--- src/rtl/axi_lite_cmd_queue.sv ---
// -----------------------------------------------------------------------------
// axi_lite_cmd_queue
//
// Command front-end for axi_lite_top. Write/read requests from a producer are
// buffered in a DEPTH-entry FIFO and issued one at a time as single-cycle
// start_write/start_read pulses. Address and data stay stable until the next
// pop. Completion is the rising edge of the matching done input. Each command
// returns one response (echoed type, read data, error flag) on a valid/ready
// channel, in command order.
//
// Optional feature: define AXIL_CMDQ_TIMEOUT_EN to give up on a command that
// sees no done edge within TIMEOUT cycles of WAIT. Such a command responds
// with rsp_err=1 and rsp_rdata=0. Without the macro, WAIT has no time limit
// and rsp_err is tied to 0.
//
// Ports
//   clk, rst                      clock; synchronous active-high reset
//   cmd_valid/ready/write/addr/wdata  producer command channel (ready = !full)
//   rsp_valid/ready/write/rdata/err   response channel to the consumer
//   level                         FIFO occupancy (0..DEPTH)
//   start_write, start_read       one-cycle issue pulses to axi_lite_top
//   write_address_M, write_data   write command operands to axi_lite_top
//   read_address                  read command address to axi_lite_top
//   read_data, write_done, read_done  completion inputs from axi_lite_top
// -----------------------------------------------------------------------------
module axi_lite_cmd_queue #(
  parameter int DEPTH   = 4,
  parameter int ADDR_W  = 32,
  parameter int DATA_W  = 32,
  parameter int TIMEOUT = 256
) (
  input  logic                      clk,
  input  logic                      rst,
  input  logic                      cmd_valid,
  output logic                      cmd_ready,
  input  logic                      cmd_write,
  input  logic [ADDR_W-1:0]         cmd_addr,
  input  logic [DATA_W-1:0]         cmd_wdata,
  output logic                      rsp_valid,
  input  logic                      rsp_ready,
  output logic                      rsp_write,
  output logic [DATA_W-1:0]         rsp_rdata,
  output logic                      rsp_err,
  output logic [$clog2(DEPTH):0]    level,
  output logic                      start_write,
  output logic                      start_read,
  output logic [ADDR_W-1:0]         write_address_M,
  output logic [DATA_W-1:0]         write_data,
  output logic [ADDR_W-1:0]         read_address,
  input  logic [DATA_W-1:0]         read_data,
  input  logic                      write_done,
  input  logic                      read_done
);

  localparam int PTR_W = $clog2(DEPTH);
  localparam int LVL_W = PTR_W + 1;

  typedef enum logic [1:0] {IDLE, ISSUE, WAIT, RESP} state_e;

  typedef struct packed {
    logic              write;
    logic [ADDR_W-1:0] addr;
    logic [DATA_W-1:0] wdata;
  } cmd_t;

  // ---------------------------------------------------------------------------
  // Command FIFO
  // ---------------------------------------------------------------------------
  cmd_t             mem_q [DEPTH];
  logic [PTR_W-1:0] wr_ptr_q, rd_ptr_q;
  logic [LVL_W-1:0] level_q, level_d;
  state_e           state_q;
  logic             push, pop;
  cmd_t             head;

  assign cmd_ready = (level_q != LVL_W'(DEPTH));
  assign push      = cmd_valid && cmd_ready;
  assign pop       = (state_q == IDLE) && (level_q != '0);
  assign head      = mem_q[rd_ptr_q];
  assign level     = level_q;

  // NOTE: every variable gets a default first so no path leaves it unassigned
  // (which would infer a latch).
  always_comb begin
    level_d = level_q;
    unique case ({push, pop})
      2'b10:   level_d = level_q + LVL_W'(1);
      2'b01:   level_d = level_q - LVL_W'(1);
      default: level_d = level_q;
    endcase
  end

  // NOTE: storage is not reset; level_q alone decides which entries are live,
  // so clearing the array would only cost flops.
  always_ff @(posedge clk) begin
    if (push) mem_q[wr_ptr_q] <= '{write: cmd_write, addr: cmd_addr, wdata: cmd_wdata};
  end

  // NOTE: non-blocking assignments for all sequential state, so every block
  // samples the pre-edge values regardless of evaluation order.
  always_ff @(posedge clk) begin
    if (rst) begin
      wr_ptr_q <= '0;
      rd_ptr_q <= '0;
      level_q  <= '0;
    end else begin
      // Pointers are exactly log2(DEPTH) bits, so they wrap on their own.
      if (push) wr_ptr_q <= wr_ptr_q + PTR_W'(1);
      if (pop)  rd_ptr_q <= rd_ptr_q + PTR_W'(1);
      level_q <= level_d;
    end
  end

  // ---------------------------------------------------------------------------
  // Issue / completion FSM with registered outputs
  // ---------------------------------------------------------------------------
  logic              is_write_q;
  logic              start_write_q, start_read_q;
  logic [ADDR_W-1:0] waddr_q, raddr_q;
  logic [DATA_W-1:0] wdata_q, rsp_rdata_q;
  logic              rsp_valid_q;
  logic              wdone_q, rdone_q;
  logic              done_edge;

  // Only the done that matches the outstanding command counts. A done that is
  // already high when the command issues must fall and rise again.
  assign done_edge = is_write_q ? (write_done && !wdone_q) : (read_done && !rdone_q);

`ifdef AXIL_CMDQ_TIMEOUT_EN
  localparam int TMR_W = $clog2(TIMEOUT + 1);
  logic [TMR_W-1:0] tmr_q;
  logic             rsp_err_q;
  assign rsp_err = rsp_err_q;
`else
  assign rsp_err = 1'b0;
`endif

  always_ff @(posedge clk) begin
    if (rst) begin
      state_q       <= IDLE;
      is_write_q    <= 1'b0;
      start_write_q <= 1'b0;
      start_read_q  <= 1'b0;
      waddr_q       <= '0;
      wdata_q       <= '0;
      raddr_q       <= '0;
      rsp_valid_q   <= 1'b0;
      rsp_rdata_q   <= '0;
      wdone_q       <= 1'b0;
      rdone_q       <= 1'b0;
`ifdef AXIL_CMDQ_TIMEOUT_EN
      tmr_q         <= '0;
      rsp_err_q     <= 1'b0;
`endif
    end else begin
      wdone_q       <= write_done;
      rdone_q       <= read_done;
      start_write_q <= 1'b0;
      start_read_q  <= 1'b0;
      unique case (state_q)
        IDLE: begin
          if (pop) begin
            is_write_q <= head.write;
            // The address output of the other command type keeps its value.
            if (head.write) begin
              waddr_q <= head.addr;
              wdata_q <= head.wdata;
            end else begin
              raddr_q <= head.addr;
            end
            state_q <= ISSUE;
          end
        end
        ISSUE: begin
          start_write_q <= is_write_q;
          start_read_q  <= !is_write_q;
`ifdef AXIL_CMDQ_TIMEOUT_EN
          tmr_q         <= '0;
`endif
          state_q       <= WAIT;
        end
        WAIT: begin
          if (done_edge) begin
            rsp_rdata_q <= is_write_q ? '0 : read_data;
            rsp_valid_q <= 1'b1;
`ifdef AXIL_CMDQ_TIMEOUT_EN
            rsp_err_q   <= 1'b0;
`endif
            state_q     <= RESP;
          end
`ifdef AXIL_CMDQ_TIMEOUT_EN
          // A done edge in the expiry cycle takes the branch above.
          else if (tmr_q == TMR_W'(TIMEOUT - 1)) begin
            rsp_rdata_q <= '0;
            rsp_valid_q <= 1'b1;
            rsp_err_q   <= 1'b1;
            state_q     <= RESP;
          end else begin
            tmr_q <= tmr_q + TMR_W'(1);
          end
`endif
        end
        RESP: begin
          if (rsp_ready) begin
            rsp_valid_q <= 1'b0;
            state_q     <= IDLE;
          end
        end
        default: state_q <= IDLE;
      endcase
    end
  end

  assign start_write     = start_write_q;
  assign start_read      = start_read_q;
  assign write_address_M = waddr_q;
  assign write_data      = wdata_q;
  assign read_address    = raddr_q;
  assign rsp_valid       = rsp_valid_q;
  assign rsp_write       = is_write_q;
  assign rsp_rdata       = rsp_rdata_q;

endmodule

--- config.mk ---
export PLATFORM = sky130hd
export DESIGN_NAME = axi_lite_cmd_queue
export DESIGN_NICKNAME = d
export VERILOG_FILES = /design/src/rtl/axi_lite_cmd_queue.sv
export SDC_FILE = /design/constraint.sdc
export NUM_CORES = 1
export LEC_CHECK = 0
export CAP_MARGIN = 30
export CORE_ASPECT_RATIO = 0.8
export CORE_MARGIN = 10
export CORE_UTILIZATION = 30
export CTS_CLUSTER_DIAMETER = 150
export DETAILED_ROUTE_END_ITERATION = 8
export GPL_ROUTABILITY_DRIVEN = 0
export PLACE_DENSITY_LB_ADDON = 0.3
export RECOVER_POWER = 25
export SYNTH_ARGS = -nofsm -noshare
export SYNTH_HDL_FRONTEND = slang
export SYNTH_SLANG_ARGS = --single-unit
--- constraint.sdc ---
create_clock -name clk -period 3.1 [get_ports clk]
set_input_delay 0.31 -clock clk [delete_from_list [all_inputs] [get_ports clk]]
set_output_delay 0.31 -clock clk [all_outputs]
set_load 0.01 [all_outputs]
-- Yosys cells after proc, flatten, opt, wreduce, memory -nomap -nowiden
Memory sizes are Yosys's and may differ from the RTL's. A register that Yosys moved wholly into a read port is not among the register bits.
Index checks and enable logic that the tools add are counted.
- ROM bits: 0
- latch bits: 0
- memories: 1
- output and inout bits: 137
- logic and storage cells: 62
- bits of input ports: 103
- bits in writable memories: 260
- flip-flop bits (word level): 143
- bitwise operators: 2
- reduce and logical (&&, ||, !) cells: 18
- order comparisons: 0
- divide/modulo/power cells: 0
- equal/unequal tests: 9
- add/sub/neg operators: 4
- shift operators: 0
- $mul: 0
- multiplexer cells: 14
- memory list (memory ; depth ; bits a word ; rd ports ; clocked after memory_dff ; wr ports ; line ; RTL):
    mem_q ; 4 ; 65 ; 1 ; 1 ; 1 ; 69 ; cmd_t mem_q [DEPTH];
- operator list (operator ; count):
    $mux 32 ; 1
    $reduce_and 3->1 ; 4
    $mux 2 ; 5
    $pmux 2 s4 ; 1
    $eq 2x2->1 const B ; 3
    $ne 2x2->1 const B ; 3
    $pmux 3 s2 ; 1
    $mux 1 ; 5
    $add 2x1->2 const B ; 2
    $eq 2x1->1 const B ; 2
    $logic_and 1x1->1 ; 4
    $reduce_and 2->1 ; 2
    $reduce_bool 2->1 ; 2
    $add 3x1->3 const B ; 1
    $logic_not 1->1 ; 3
    $ne 3x3->1 const B ; 1
    $reduce_bool 3->1 ; 1
    $sub 3x1->3 const B ; 1
    $logic_not 2->1 ; 1
    $not 1->1 ; 2
    $pmux 1 s2 ; 1
    $reduce_or 2->1 ; 1

-- Depth between registers and ports, before layout
- depth in word-level cells: 5
- depth in mapped cells: 10
- gate-level depth less buffers: 10

-- Worst setup path before layout
OpenSTA, ideal clock, no wires.
- path type: register to register
- from: register level_q[0] (netlist: level[0])
- to: memory mem_q[0][0] (netlist bit), enable pin
- data required time: 2670 ps
- slack: 360 ps
- library setup time: 430 ps
- buffers on the path: 0
- arrival: 2310 ps
- clock period less this slack: 2740 ps
- stages on the path, launching flop included: 3
- path through: dfxtp_1 -> or3b_1 -> and3_1
- word-level cells in the longest chain between the ends: 4
- ends and longest elaborated chain (item ; line ; RTL):
    start, declared ; 71 ; logic [LVL_W-1:0] level_q, level_d;
    start signal, assigned ; 110 ; level_q <= level_d;
    $ne 3x3->1 ; 76 ; assign cmd_ready = (level_q != LVL_W'(DEPTH));
    net cmd_ready ; 35 ; output logic cmd_ready,
    $logic_and 1x1->1 ; 77 ; assign push = cmd_valid && cmd_ready;
    $mux 1 ; 96 ; if (push) mem_q[wr_ptr_q] <= '{write: cmd_write, addr: cmd_addr, wdata: cmd_wdata};
    $mux 1 (not written as such) ; 96 ;
    end, declared ; 69 ;
The timed path passes the listed nets, and every way through them passes these cells.

-- Worst setup path after layout
- from: register level_q[2] (netlist: level[2])
- to: register level_q[2] (netlist: level[2])
- word-level cells in the longest chain between the ends: 4
- elaborated cells between the ends (all ways): 10
- classes of those cells: 2 x add/sub; 3 x eq/ne; 1 x mux; 4 x reduce/logical
- ends and longest elaborated chain (item ; line ; RTL):
    $ne 3x3->1 or $reduce_bool 3->1 (tied branches) ; 76, 78 ;
    $logic_and 1x1->1, on equally long branches ; 77, 78 ;
    $eq 2x1->1 or $eq 2x2->1 (tied branches) ; 86 ; unique case ({push, pop})
    $pmux 3 s2 or $reduce_bool 2->1 (tied branches) ; - ;
Several ways; a longest one is shown, not always the timed one.
A chain may end at the register's enable or synchronous reset.

==> run metrics <==
worst path bufs/invs 2; Die ar. 58,900 µm²; Die H about 220 µm; final max-slew violation count 0; setup_tns 0 ns; final WL 37,000 µm; CP Class flip-flop to flip-flop; drt drc 0; WHS 0.290 ns; DRT iter0 DRCs 517; fin crit share 80.4%; Die Wd between 200 and 300 µm; internal power 11,800 µW; post-synth top area share 52.5%; startpoint types flip-flop; Synth area leaders edfxtp_1 (53%), dfxtp_1 (20%), mux4_2 (9.9%); worst hold path type primary input to flip-flop; # setup viols final 0; Layout area overhead 31.2%; area of the multi-input gates 3850 µm²; ys async rst share 0%; Hold Fails Final Rpt 0; number of global-route vias before repair 9,122; Hold Path Origin rst; most used cell, CP inv_1; hpwl dp roughly 23,000 µm; Critical-path top delay cell or3b_1; Via density around 4.6; Arrival @ worst endpoint 2.97 ns; crit path max fanout 6; core region area ~49,000 µm²; Starting Density 30.5%; status finished clean; layout cells sized above 1 13.1%; number of flops mapped to enable cells by yosys 260; Fillers 4,518; clk sink count around 410; cell taking the most area after synthesis edfxtp_1; mapped cell area 14,900 µm²; max frequency 401 MHz; WP data required 3.58 ns; net load switching power 4760 µW; Placed Cells incl. Taps 1,814; GR Util All Layers 12.4%; Hold Path End read_address[14]; ys flop type edfxtp_1; CP peak stage delay roughly 0.46 ns; crit-path cells or3b_1 > and2_1 > inv_1 > ha_1 > inv_1 > fa_1 > xor2_1 > or3_1 > a21oi_1; Post-Syn Instances just under 1,000; RSZ-0062 raised after global routing no; largest net degree at the start of global routing 66; part of the power in registers between 40% and 50%; Final ANT Viol Nets 0; H-tree levels 2; Clk pwr share 32.7%; Vias 8,656; Avg Cell Area, Syn 15.0 µm²; Core Util, Final 40.1%; Hold Crit Depth 2; IO buf count 238; combinational share of power roughly a quarter; clk slew on worst S/H paths approximately 0.06 ns; r2r startpoint level[2]; final std cells w/o fill 1,898; Switching Share 28.7%; reg2reg setup slack 0.61 ns; Final Critical Period 2.49 ns; Slew headroom 39.0%; clock latency on the worst-skew pair 0.56 ns; top-level port count 240; slew at the pin with the worst max-slew slack 0.916 ns; P_leak 0.00660 µW; # Post-CTS Setup Buffers 0; Setup Skew 0.0140 ns; first-pass GRT wire length 56,200 µm; most frequent cells in the layout edfxtp_1 (260), nand2_1 (198), clkdlybuf4s50_1 (186); TritonCTS Buffers 44; Syn Nets 1,103; reg2reg end level[2]; Clock Path Buffers 3; number of synthesized register bits 405; pwr dens 850 nW/µm²; # nets final 1,345; max-cap viol count 0; clk root buf clkbuf_16; delay-heaviest family, CP simple AND/OR/NAND/NOR gates; commonest non-fill, non-tap cell in the layout edfxtp_1; Yosys warnings 0; FP Rows about 70; Max VDD drop 0.438 mV; wire length per cell 19.5 µm; Distinct cells, synth 36; initial antenna violation count 6; Hold Buf Count CTS 0; post-cts resize count 0; GRT overflow 0; reg2reg path depth 9; CTS tree yes; CP endpoint kind flip-flop; first-pass iteration count of the detailed router 5; Seq/Total Area, Yosys 72.1%; FF+latch area approximately 11,000 µm²
==> per-layer routing <==
metal / wire length, µm / global-route usage [%] / vias to the layer above
li1: - / - / 4079
met1: 16100 / 15.8 / 4305
met2: 17900 / 20.6 / 200
met3: 2280 / 3.20 / 64
met4: 706 / 3.52 / 8
met5: 31 / 0 / -
==> synth_stat cells (2+ instances only) <==
cell and instances:
a21oi_1 101, and2_1 2, and3_1 4, and3b_1 2, buf_1 2, buf_2 17, buf_4 10, buf_6 5
clkbuf_1 24, dfxtp_1 145, edfxtp_1 260, ha_1 10, inv_1 8, mux2i_1 33, mux4_2 65, nand2_1 199
nor2_1 43, nor2b_1 35, nor3b_1 2, o21ai_0 2, or3b_1 2, xnor2_1 2, xor2_1 3
==> state kept, by name, summed over array words and instances, names as in the netlist, named ones only <==
register,cells
read_address,32
mem_q,260
rd_ptr_q,2
rdone_q,1
level,3
rsp_rdata,32
start_write,1
wdone_q,1
write_address_M,32
wr_ptr_q,2
rsp_valid,1
write_data,32
start_read,1
state_q,2
rsp_write,1
==> cells by family (layout without fill, tap and decap cells) <==
logic type,Yosys count,count (layout),synth area share [%]
AND/OR/NAND/NOR,294,294,8.41
flip-flops,405,405,72.1
adder cells (fa/ha/maj),11,11,0.977
other,1,3,0.0252
AO/OA/AOI/OAI,108,108,3.80
multiplexers,98,98,12.1
buffers and inverters,67,345,2.34
XOR/XNOR,5,5,0.295
==> worst reg2reg max path: cells and delay by family (launching register included) <==
family | cells | cell delay [ns]
flops | 1 | 0.41
buf+inv | 2 | 0.14
compound gates | 1 | 0.16
fa+ha+maj | 2 | 0.55
xor+xnor | 1 | 0.15
simple gates | 3 | 1.00
==> layout make-up <==
| type | instances | area share (%) |
|---|---|---|
| sequential | 405 | 55.0 |
| multi-input combinational | 517 | 19.7 |
| timing repair buffer | 254 | 13.2 |
| clock buffer | 60 | 6.53 |
| tap | 629 | 4.04 |
| clock inverter | 22 | 1.30 |
| inverter | 9 | 0.173 |
| antenna | 2 | 0.0257 |
==> worst max path at each step <==
stage | start | endpoint | slack, ns | cells after the start
detailed placement | level[2] | level[2] | 0.62 | 9
global route | level[2] | level[2] | 0.41 | 9
finish | level[2] | level[2] | 0.61 | 9
floorplan | level[0] | mem_q[0][0] | 0.36 | 2
CTS | level[2] | level[2] | 0.60 | 9
global placement | level[2] | level[2] | 0.67 | 9
==> power by group through the flow <==
stage	Combinational (µW)	Clock (µW)	Sequential, µW
2_1_floorplan	2210	0	7260
3_3_place_gp	4240	0	7120
3_5_place_dp	4240	0	7150
4_1_cts	4260	5610	7040
5_1_grt	4540	5810	7120
6_report	4120	5430	7030
==> through the flow <==
stage	setup slack [ns]	power, µW	cell area [µm²]
after floorplan	0.360	9470	14900
after global placement	0.668	11400	18000
after detailed placement	0.617	11400	18000
after CTS	0.599	16900	19500
after global routing	0.414	17500	19500
final	0.606	16600	19500
(Power assumes the default switching activity.)
